$ cat config.mk
export PLATFORM = sky130hd
export DESIGN_NAME = pipelined_csel_adder
export DESIGN_NICKNAME = d
export VERILOG_FILES = /design/src/rtl/csel_pkg.sv /design/src/rtl/csel_block.sv /design/src/rtl/pipelined_csel_adder.sv
export SDC_FILE = /design/constraint.sdc
export NUM_CORES = 1
export LEC_CHECK = 0
export BUFFER_PORTS_ARGS = -buffer_cell sky130_fd_sc_hd__clkbuf_2
export CORE_UTILIZATION = 50
export CTS_BUF_LIST = sky130_fd_sc_hd__clkbuf_8
export CTS_CLUSTER_DIAMETER = 150
export CTS_CLUSTER_SIZE = 20
export DETAILED_ROUTE_END_ITERATION = 6
export PLACE_DENSITY = 0.77
export SLEW_MARGIN = 30
export SYNTH_ARGS = -nofsm -noshare
export SYNTH_HDL_FRONTEND = slang
export SYNTH_HIERARCHICAL = 1
export SYNTH_SLANG_ARGS = --single-unit
$ cat constraint.sdc
create_clock -name clk -period 5.7 [get_ports clk]
set_input_delay 0.57 -clock clk [delete_from_list [all_inputs] [get_ports clk]]
set_output_delay 0.57 -clock clk [all_outputs]
set_load 0.005 [all_outputs]
$ cat src/rtl/csel_pkg.sv
// Shared constants and sizing helpers for the pipelined carry-select adder.
package csel_pkg;

  localparam int DEF_WIDTH = 32;
  localparam int DEF_GROUP = 8;

  // Per-stage control bits carried next to the data: valid and group carry.
  localparam int STAGE_CTRL_BITS = 2;

  function automatic int num_stages(input int width, input int group);
    return width / group;
  endfunction

  // One stage word: {valid, carry, b_eff[width], partial_sum/A[width]}.
  function automatic int payload_bits(input int width);
    return 2 * width + STAGE_CTRL_BITS;
  endfunction

endpackage

$ cat src/rtl/csel_block.sv
// One GROUP-bit carry-select block: both ripple sums are formed up front and the
// incoming carry only steers a mux, so the block carry path is a single select.
module csel_block
  import csel_pkg::*;
#(
  parameter int GROUP = DEF_GROUP
) (
  input  logic [GROUP-1:0] a,
  input  logic [GROUP-1:0] b,
  input  logic             cin,
  output logic [GROUP-1:0] sum,
  output logic             cout
);

  logic [GROUP:0]   c0;
  logic [GROUP:0]   c1;
  logic [GROUP-1:0] s0;
  logic [GROUP-1:0] s1;

  // NOTE: every variable in this always_comb is written on every path before it
  // is read, so no latch can be inferred.
  always_comb begin
    c0[0] = 1'b0;
    c1[0] = 1'b1;
    for (int i = 0; i < GROUP; i++) begin
      s0[i]   = a[i] ^ b[i] ^ c0[i];
      c0[i+1] = (a[i] & b[i]) | (c0[i] & (a[i] ^ b[i]));
      s1[i]   = a[i] ^ b[i] ^ c1[i];
      c1[i+1] = (a[i] & b[i]) | (c1[i] & (a[i] ^ b[i]));
    end
  end

  assign sum  = cin ? s1 : s0;
  assign cout = cin ? c1[GROUP] : c0[GROUP];

endmodule

$ cat src/rtl/pipelined_csel_adder.sv
// WIDTH-bit pipelined carry-select adder/subtractor, one GROUP-bit block resolved
// per stage, valid/ready flow control. Define CSEL_OVF_EN to add the Ovf output.
module pipelined_csel_adder
  import csel_pkg::*;
#(
  parameter int WIDTH = DEF_WIDTH,
  parameter int GROUP = DEF_GROUP
) (
  input  logic             clk,
  input  logic             rst,
  input  logic [WIDTH-1:0] A,
  input  logic [WIDTH-1:0] B,
  input  logic             Cin,
  input  logic             Sub,
  input  logic             in_valid,
  output logic             in_ready,
  output logic [WIDTH-1:0] S,
  output logic             Cout,
  output logic             out_valid,
  input  logic             out_ready
`ifdef CSEL_OVF_EN
  ,
  output logic             Ovf
`endif
);

  localparam int N     = num_stages(WIDTH, GROUP);
  localparam int PW    = payload_bits(WIDTH);
  localparam int C_BIT = 2 * WIDTH;
  localparam int V_BIT = 2 * WIDTH + 1;

  if ((GROUP < 1) || ((WIDTH % GROUP) != 0)) begin : g_bad_cfg
    $error("pipelined_csel_adder: WIDTH must be a non-zero multiple of GROUP");
  end

  // Resolved groups overwrite the A bits in place, so the low part of a stage
  // word is the partial sum and the high part is still-unresolved A.
  logic [PW-1:0] stage_q [1:N];
  logic [PW-1:0] stage_d [1:N];
  logic [N:1]    adv;
  logic          take;

`ifdef CSEL_OVF_EN
  logic ovf_d;
  logic ovf_q;
`endif

  // A stage may load when it is empty or the stage after it is moving.
  always_comb begin
    adv[N] = ~stage_q[N][V_BIT] | out_ready;
    for (int k = N - 1; k >= 1; k--) begin
      adv[k] = ~stage_q[k][V_BIT] | adv[k+1];
    end
  end

  assign in_ready = adv[1] & ~rst;
  assign take     = in_valid & in_ready;

  for (genvar g = 0; g < N; g++) begin : g_stage
    localparam logic [WIDTH-1:0] GMASK = WIDTH'({GROUP{1'b1}}) << (g * GROUP);

    logic [PW-1:0]    src;
    logic [GROUP-1:0] blk_sum;
    logic             blk_cout;

    if (g == 0) begin : g_head
      assign src = {take, Cin ^ Sub, B ^ {WIDTH{Sub}}, A};
    end else begin : g_body
      assign src = stage_q[g];
    end

    csel_block #(.GROUP(GROUP)) u_blk (
      .a    (src[g*GROUP +: GROUP]),
      .b    (src[WIDTH + g*GROUP +: GROUP]),
      .cin  (src[C_BIT]),
      .sum  (blk_sum),
      .cout (blk_cout)
    );

    assign stage_d[g+1] = {src[V_BIT], blk_cout, src[2*WIDTH-1:WIDTH],
                           (src[WIDTH-1:0] & ~GMASK) | (WIDTH'(blk_sum) << (g * GROUP))};

`ifdef CSEL_OVF_EN
    if (g == N - 1) begin : g_ovf
      // Carry into the MSB is a ^ b ^ sum at that bit; overflow is it XOR Cout.
      assign ovf_d = src[WIDTH-1] ^ src[2*WIDTH-1] ^ blk_sum[GROUP-1] ^ blk_cout;
    end
`endif
  end

  // NOTE: state is updated with non-blocking assignments so every stage samples
  // its neighbour's pre-edge value; blocking here would collapse the pipeline.
  // NOTE: the stage registers are ordinary flops (not a RAM), so they are all
  // cleared by reset and the outputs read 0 while rst is high.
  always_ff @(posedge clk) begin
    for (int k = 1; k <= N; k++) begin
      if (rst) begin
        stage_q[k] <= '0;
      end else if (adv[k]) begin
        stage_q[k] <= stage_d[k];
      end
    end
  end

`ifdef CSEL_OVF_EN
  always_ff @(posedge clk) begin
    if (rst) begin
      ovf_q <= 1'b0;
    end else if (adv[N]) begin
      ovf_q <= ovf_d;
    end
  end

  assign Ovf = ovf_q;
`endif

  assign S         = stage_q[N][WIDTH-1:0];
  assign Cout      = stage_q[N][C_BIT];
  assign out_valid = stage_q[N][V_BIT];

endmodule

* After elaboration in Yosys (flattened, before gate mapping)
Memory sizes are Yosys's and may differ from the RTL's.
Cells that the tools add are included.
** Cells by class
- Bitwise operators :: 261
- Mux-type cells :: 26
** Operator list (number)
- 66-bit two-way mux :: 4
- 1-bit AND :: 90
- 1-bit bitwise XOR :: 89
- 1-bit bitwise OR :: 68
- 8-bit two-way mux :: 4
- 24-bit by 32-bit bitwise OR with 32-bit output :: 1
- 32-bit by 16-bit bitwise OR with 32-bit output :: 1
- 32-bit by 24-bit bitwise OR with 32-bit output :: 1
- 32-bit by 8-bit bitwise OR with 32-bit output :: 1
- 32-bit bitwise XOR :: 1
- 1-bit two-way mux :: 18
- 1-bit inverter :: 9
** Storage, ports and cells
- Memories kept :: 1
- RAM bits :: 264
- Bits of input ports :: 70
- Logic and storage cells :: 288
- Output and inout port bits :: 35
- Flip-flop bits (word level) :: 0
** Memories
- stage_q :: words 4, width 66, rd ports 4, clocked after memory_dff 0, wr ports 4, RTL line pipelined_csel_adder.sv:38 : logic [PW-1:0] stage_q [1:N];

* Depth between registers and ports, before layout
- Depth in word-level cells :: 19
- Depth in mapped cells :: 19

* Modules after synthesis
The synthesis kept the hierarchy.
** By module, submodules not included
- pipelined_csel_adder :: area an instance 7696.1 µm², cells each 497, instances 1, sequential area each 5525.3 µm²
- csel_block (g_stage[0].u_blk ...) :: area an instance 227.7 µm², cells each 24, instances 3, sequential area each 0.0 µm²
- csel_block (g_stage[3].u_blk) :: area an instance 232.7 µm², cells each 24, instances 1, sequential area each 0.0 µm²

* Worst setup path before layout
Ideal clock, no wire load.
- Kind :: input-to-reg
- From :: input port Sub
- To :: register stage_q[0][7] (netlist name)
- Setup slack :: 1.445 ns
- Arrival time :: 4.110 ns
- Buffers on the path :: 2
- Library setup time :: 0.146 ns
- Required time :: 5.554 ns
- Stages :: 19
- Cell sequence :: buf_4 -> buf_4 -> xor2_1 -> ha_1 -> nor2_1 -> a21oi_1 -> fa_1 -> inv_1 -> fa_1 -> inv_1 -> fa_1 -> fa_1 -> fa_1 -> fa_1 -> inv_1 -> fa_1 -> inv_1 -> nand2b_1 -> a21oi_1
** RTL lines
- start, declared :: RTL line pipelined_csel_adder.sv:14 : input logic Sub,

==> run_results.csv <==
group,metric,value,unit
outcome,status,"finished, final reports clean",
floorplanning,die_x,133.2,um
critical_path,crit_type,"input port to register",
sta,final.min_clock_period,3.882,ns
route,topRoutingLayerUsed,"met4",
yosys,syn_nets,699,
clocking,hold_buffers,0,
yosys,ys_ff_latch,184,
floorplanning,design.core.area,0.01670,mm^2
finish,layout.nets,775,
power,leakagePower,3.882,nW
route,vias,4461,
yosys,synth_edf_count,184,
floorplanning,pin_count,105,
finish,top_register,"stage_q",
sta,fin_tns_setup,0,ns
sta,fin_worst_skew,0.01406,ns
sta,hold_viol_final,0,
critical_path,reg2reg_slack,1.85,ns
sta,rsz0062_at_grt,"false",
yosys,synthFlopType,"edfxtp_1",
finish,regArea,0.005525,mm^2
critical_path,crit_start,"Sub",
clocking,clkSinkCount,184,
route,ant_nets,0,
yosys,synthMuxAreaShare,0.001162,
grt,grt_pass1_vias,4328,
finish,antennaDiodeCount,0,
floorplanning,dieHeight,133.2,um
route,wl_met3,474,um
route,viasPerCell,4.951,
grt,grt_overflow,0,
finish,multi_input_area,0.002646,mm^2
job,maxCapViolations,0,
yosys,synth-compound-area-share,0.04736,
critical_path,r2r-start,"stage_q[0][8]$_SDFFCE_PN0P_",
finish,largest_register_ffs,184,
sta,fmax,257.6,MHz
clocking,clk_pin_slew,0.10,ns
grt,antenna_found_initial,0,
finish,drive_above_1_share,0.2291,
finish,fill_cells,1333,
route,wl_met2,5541,um
floorplanning,rows,47,
finish,fin_area,0.009570,mm^2
place,io_buffers,104,
yosys,synthXorXnorAreaFrac,0.03763,
route,wl_met1,6144,um
finish,synthToLayoutAreaGrowth,11.13,%
finish,reg_top3,"stage_q x184",
yosys,synth_top_family_by_area,"simple AND/OR/NAND/NOR gates",
place,gp_congestion,0.7106,
place,postPlaceCellArea,0.009203,mm^2
yosys,synth_commonest_cells,"184 x edfxtp_1, 127 x nor3b_1, 50 x inv_1, 34 x nand2b_1",
yosys,synth.yosys.warnings,6,
sta,period_share,0.6811,
yosys,synth-adder-area-share,0.07671,
clocking,cts_tree,"built",
yosys,yosysSeqAreaShare,0.6416,
floorplanning,die_area,0.01775,mm^2
power,ir_drop,0.1497,mV
yosys,syn_inst,593,
place,hpwl,8129,um
critical_path,cp_max_fo,4,
route,wirelength,12300,um
yosys,synth_top_area_share,0.6416,
sta,slew_viol_final,0,
route,drc,0,
critical_path,cp-start-kind,"input port",
yosys,yosys.area_share.simple,0.1414,
sta,relSlewSlack,0.3739,
clocking,cts_buffers,17,
critical_path,worstPathRequired,6.00,ns
clocking,root_buffer,"clkbuf_8",
grt,groute.usage.overall,0.1480,
grt,grt_start_max_net_pins,106,
yosys,synthTopCellsByArea,"edfxtp_1 64%, nor3b_1 11%, fa_1 6.5%, nand2b_1 2.5%, xnor2_1 2.4%",
critical_path,arrival,4.18,ns
yosys,synth.avg_cell_area,14.52,um^2
yosys,synth.distinct_cells,25,
yosys,async_flop_share,0,
route,first_pass_iters,4,
critical_path,crit_path_end_kind,"register",
clocking,cts_max_level,4,
sta,finalSetupViolCount,0,
clocking,cts_resized,0,
clocking,clkLatencyLatePin,0.45,ns
clocking,cts_setup_buffers,0,
worst_hold_path,min_from,"in_valid",
clocking,cts_buffer_depth,2,
grt,grt_pass1_wl,20930,um
route,drt_iter0_drc,339,
yosys,syn_area,0.008612,mm^2
yosys,yosysMostFrequentCell,"edfxtp_1",
sta,tightest_slew,0.9391,ns
floorplanning,start_util,0.5157,
power,powerDensity,274.3,mW/mm^2
worst_hold_path,min-delay-path-class,"input port to register",
route,avgRoutedWirePerCell,13.65,um
yosys,synth_top_cell_by_area,"edfxtp_1",
kinds of logic after synthesis:
logic type	after synthesis
compound gates	62
buf+inv	103
flops	184
fa+ha+maj	36
mux	1
xor+xnor	37
simple gates	170
layout make-up:
cell class	count	share of cell area
clock buffers	17	0.02445
clock inverters	14	0.01399
flip-flops and latches	184	0.5773
well taps	220	0.02876
multi-input cells	306	0.2765
inverters	50	0.01961
repair buffers	110	0.05935
worst max-delay path, stage by stage:
cell and delay [ns]:
clkbuf_2 0.14, xor2_1 0.20, ha_1 0.19, nor2_1 0.08, a21oi_1 0.06, fa_1 0.37
inv_1 0.07, fa_1 0.16, inv_1 0.06, fa_1 0.37, fa_1 0.40, fa_1 0.40
fa_1 0.38, inv_1 0.08, fa_1 0.41, inv_1 0.06, nand2b_1 0.05, a21oi_1 0.11
layout by cell type, fill, tap and decap left out:
cell type / n
a211oi_1: 24
a21oi_1: 28
a21oi_2: 10
and3b_1: 1
and4b_4: 1
buf_4: 7
clkbuf_2: 103
clkbuf_8: 17
clkinv_4: 6
clkinvlp_4: 1
edfxtp_1: 184
fa_1: 28
ha_1: 8
inv_1: 49
inv_2: 1
inv_6: 2
inv_8: 5
mux2i_1: 1
nand2_2: 1
nand2b_1: 34
nand3_4: 1
nand4_1: 1
nor2_1: 3
nor2b_4: 1
nor3b_1: 127
xnor2_1: 24
xor2_1: 13
layer usage:
| metal | vias to the layer above | GRT usage |
|---|---|---|
| met1 | 2086 | 0.2111 |
| met4 | 0 | 0.05871 |
| met2 | 103 | 0.2231 |
| met3 | 11 | 0.03196 |
| met5 | - | 0 |
| li1 | 2261 | - |
stage by stage:
stage | hold WS, ns | util | instances | total power [mW] | setup slack [ns]
global route | 0.4344 | 0.5730 | 901 | 2.730 | 1.617
finish | 0.4509 | 0.5730 | 901 | 2.625 | 1.818
detailed placement | 0.5849 | 0.5510 | 870 | 1.860 | 1.347
floorplan | 0.5697 | - | 593 | 1.783 | 1.445
CTS | 0.4286 | 0.5730 | 901 | 2.643 | 1.823
global placement | 0.5976 | 0.5503 | 870 | 1.852 | 1.554
worst paths after layout:
kind,end,cells past startpoint
setup / recovery,stage_q[0][7]$_SDFFCE_PN0P_,18
hold / removal,stage_q[0][65]$_SDFFCE_PN0P_,3
setup reg to reg,stage_q[0][81]$_SDFFCE_PN0P_,15
hold reg to reg,stage_q[0][194]$_SDFFCE_PN0P_,1
report_power, final:
group | internal [mW] | total (mW) | switching, mW | leakage [nW]
clock network | 0.320 | 0.795 | 0.475 | 0.186
logic | 0.116 | 0.230 | 0.114 | 1.50
registers | 1.57 | 1.60 | 0.0256 | 2.19
total | 2.01 | 2.63 | 0.615 | 3.88
Note: power is estimated with default switching activity, not from simulation.
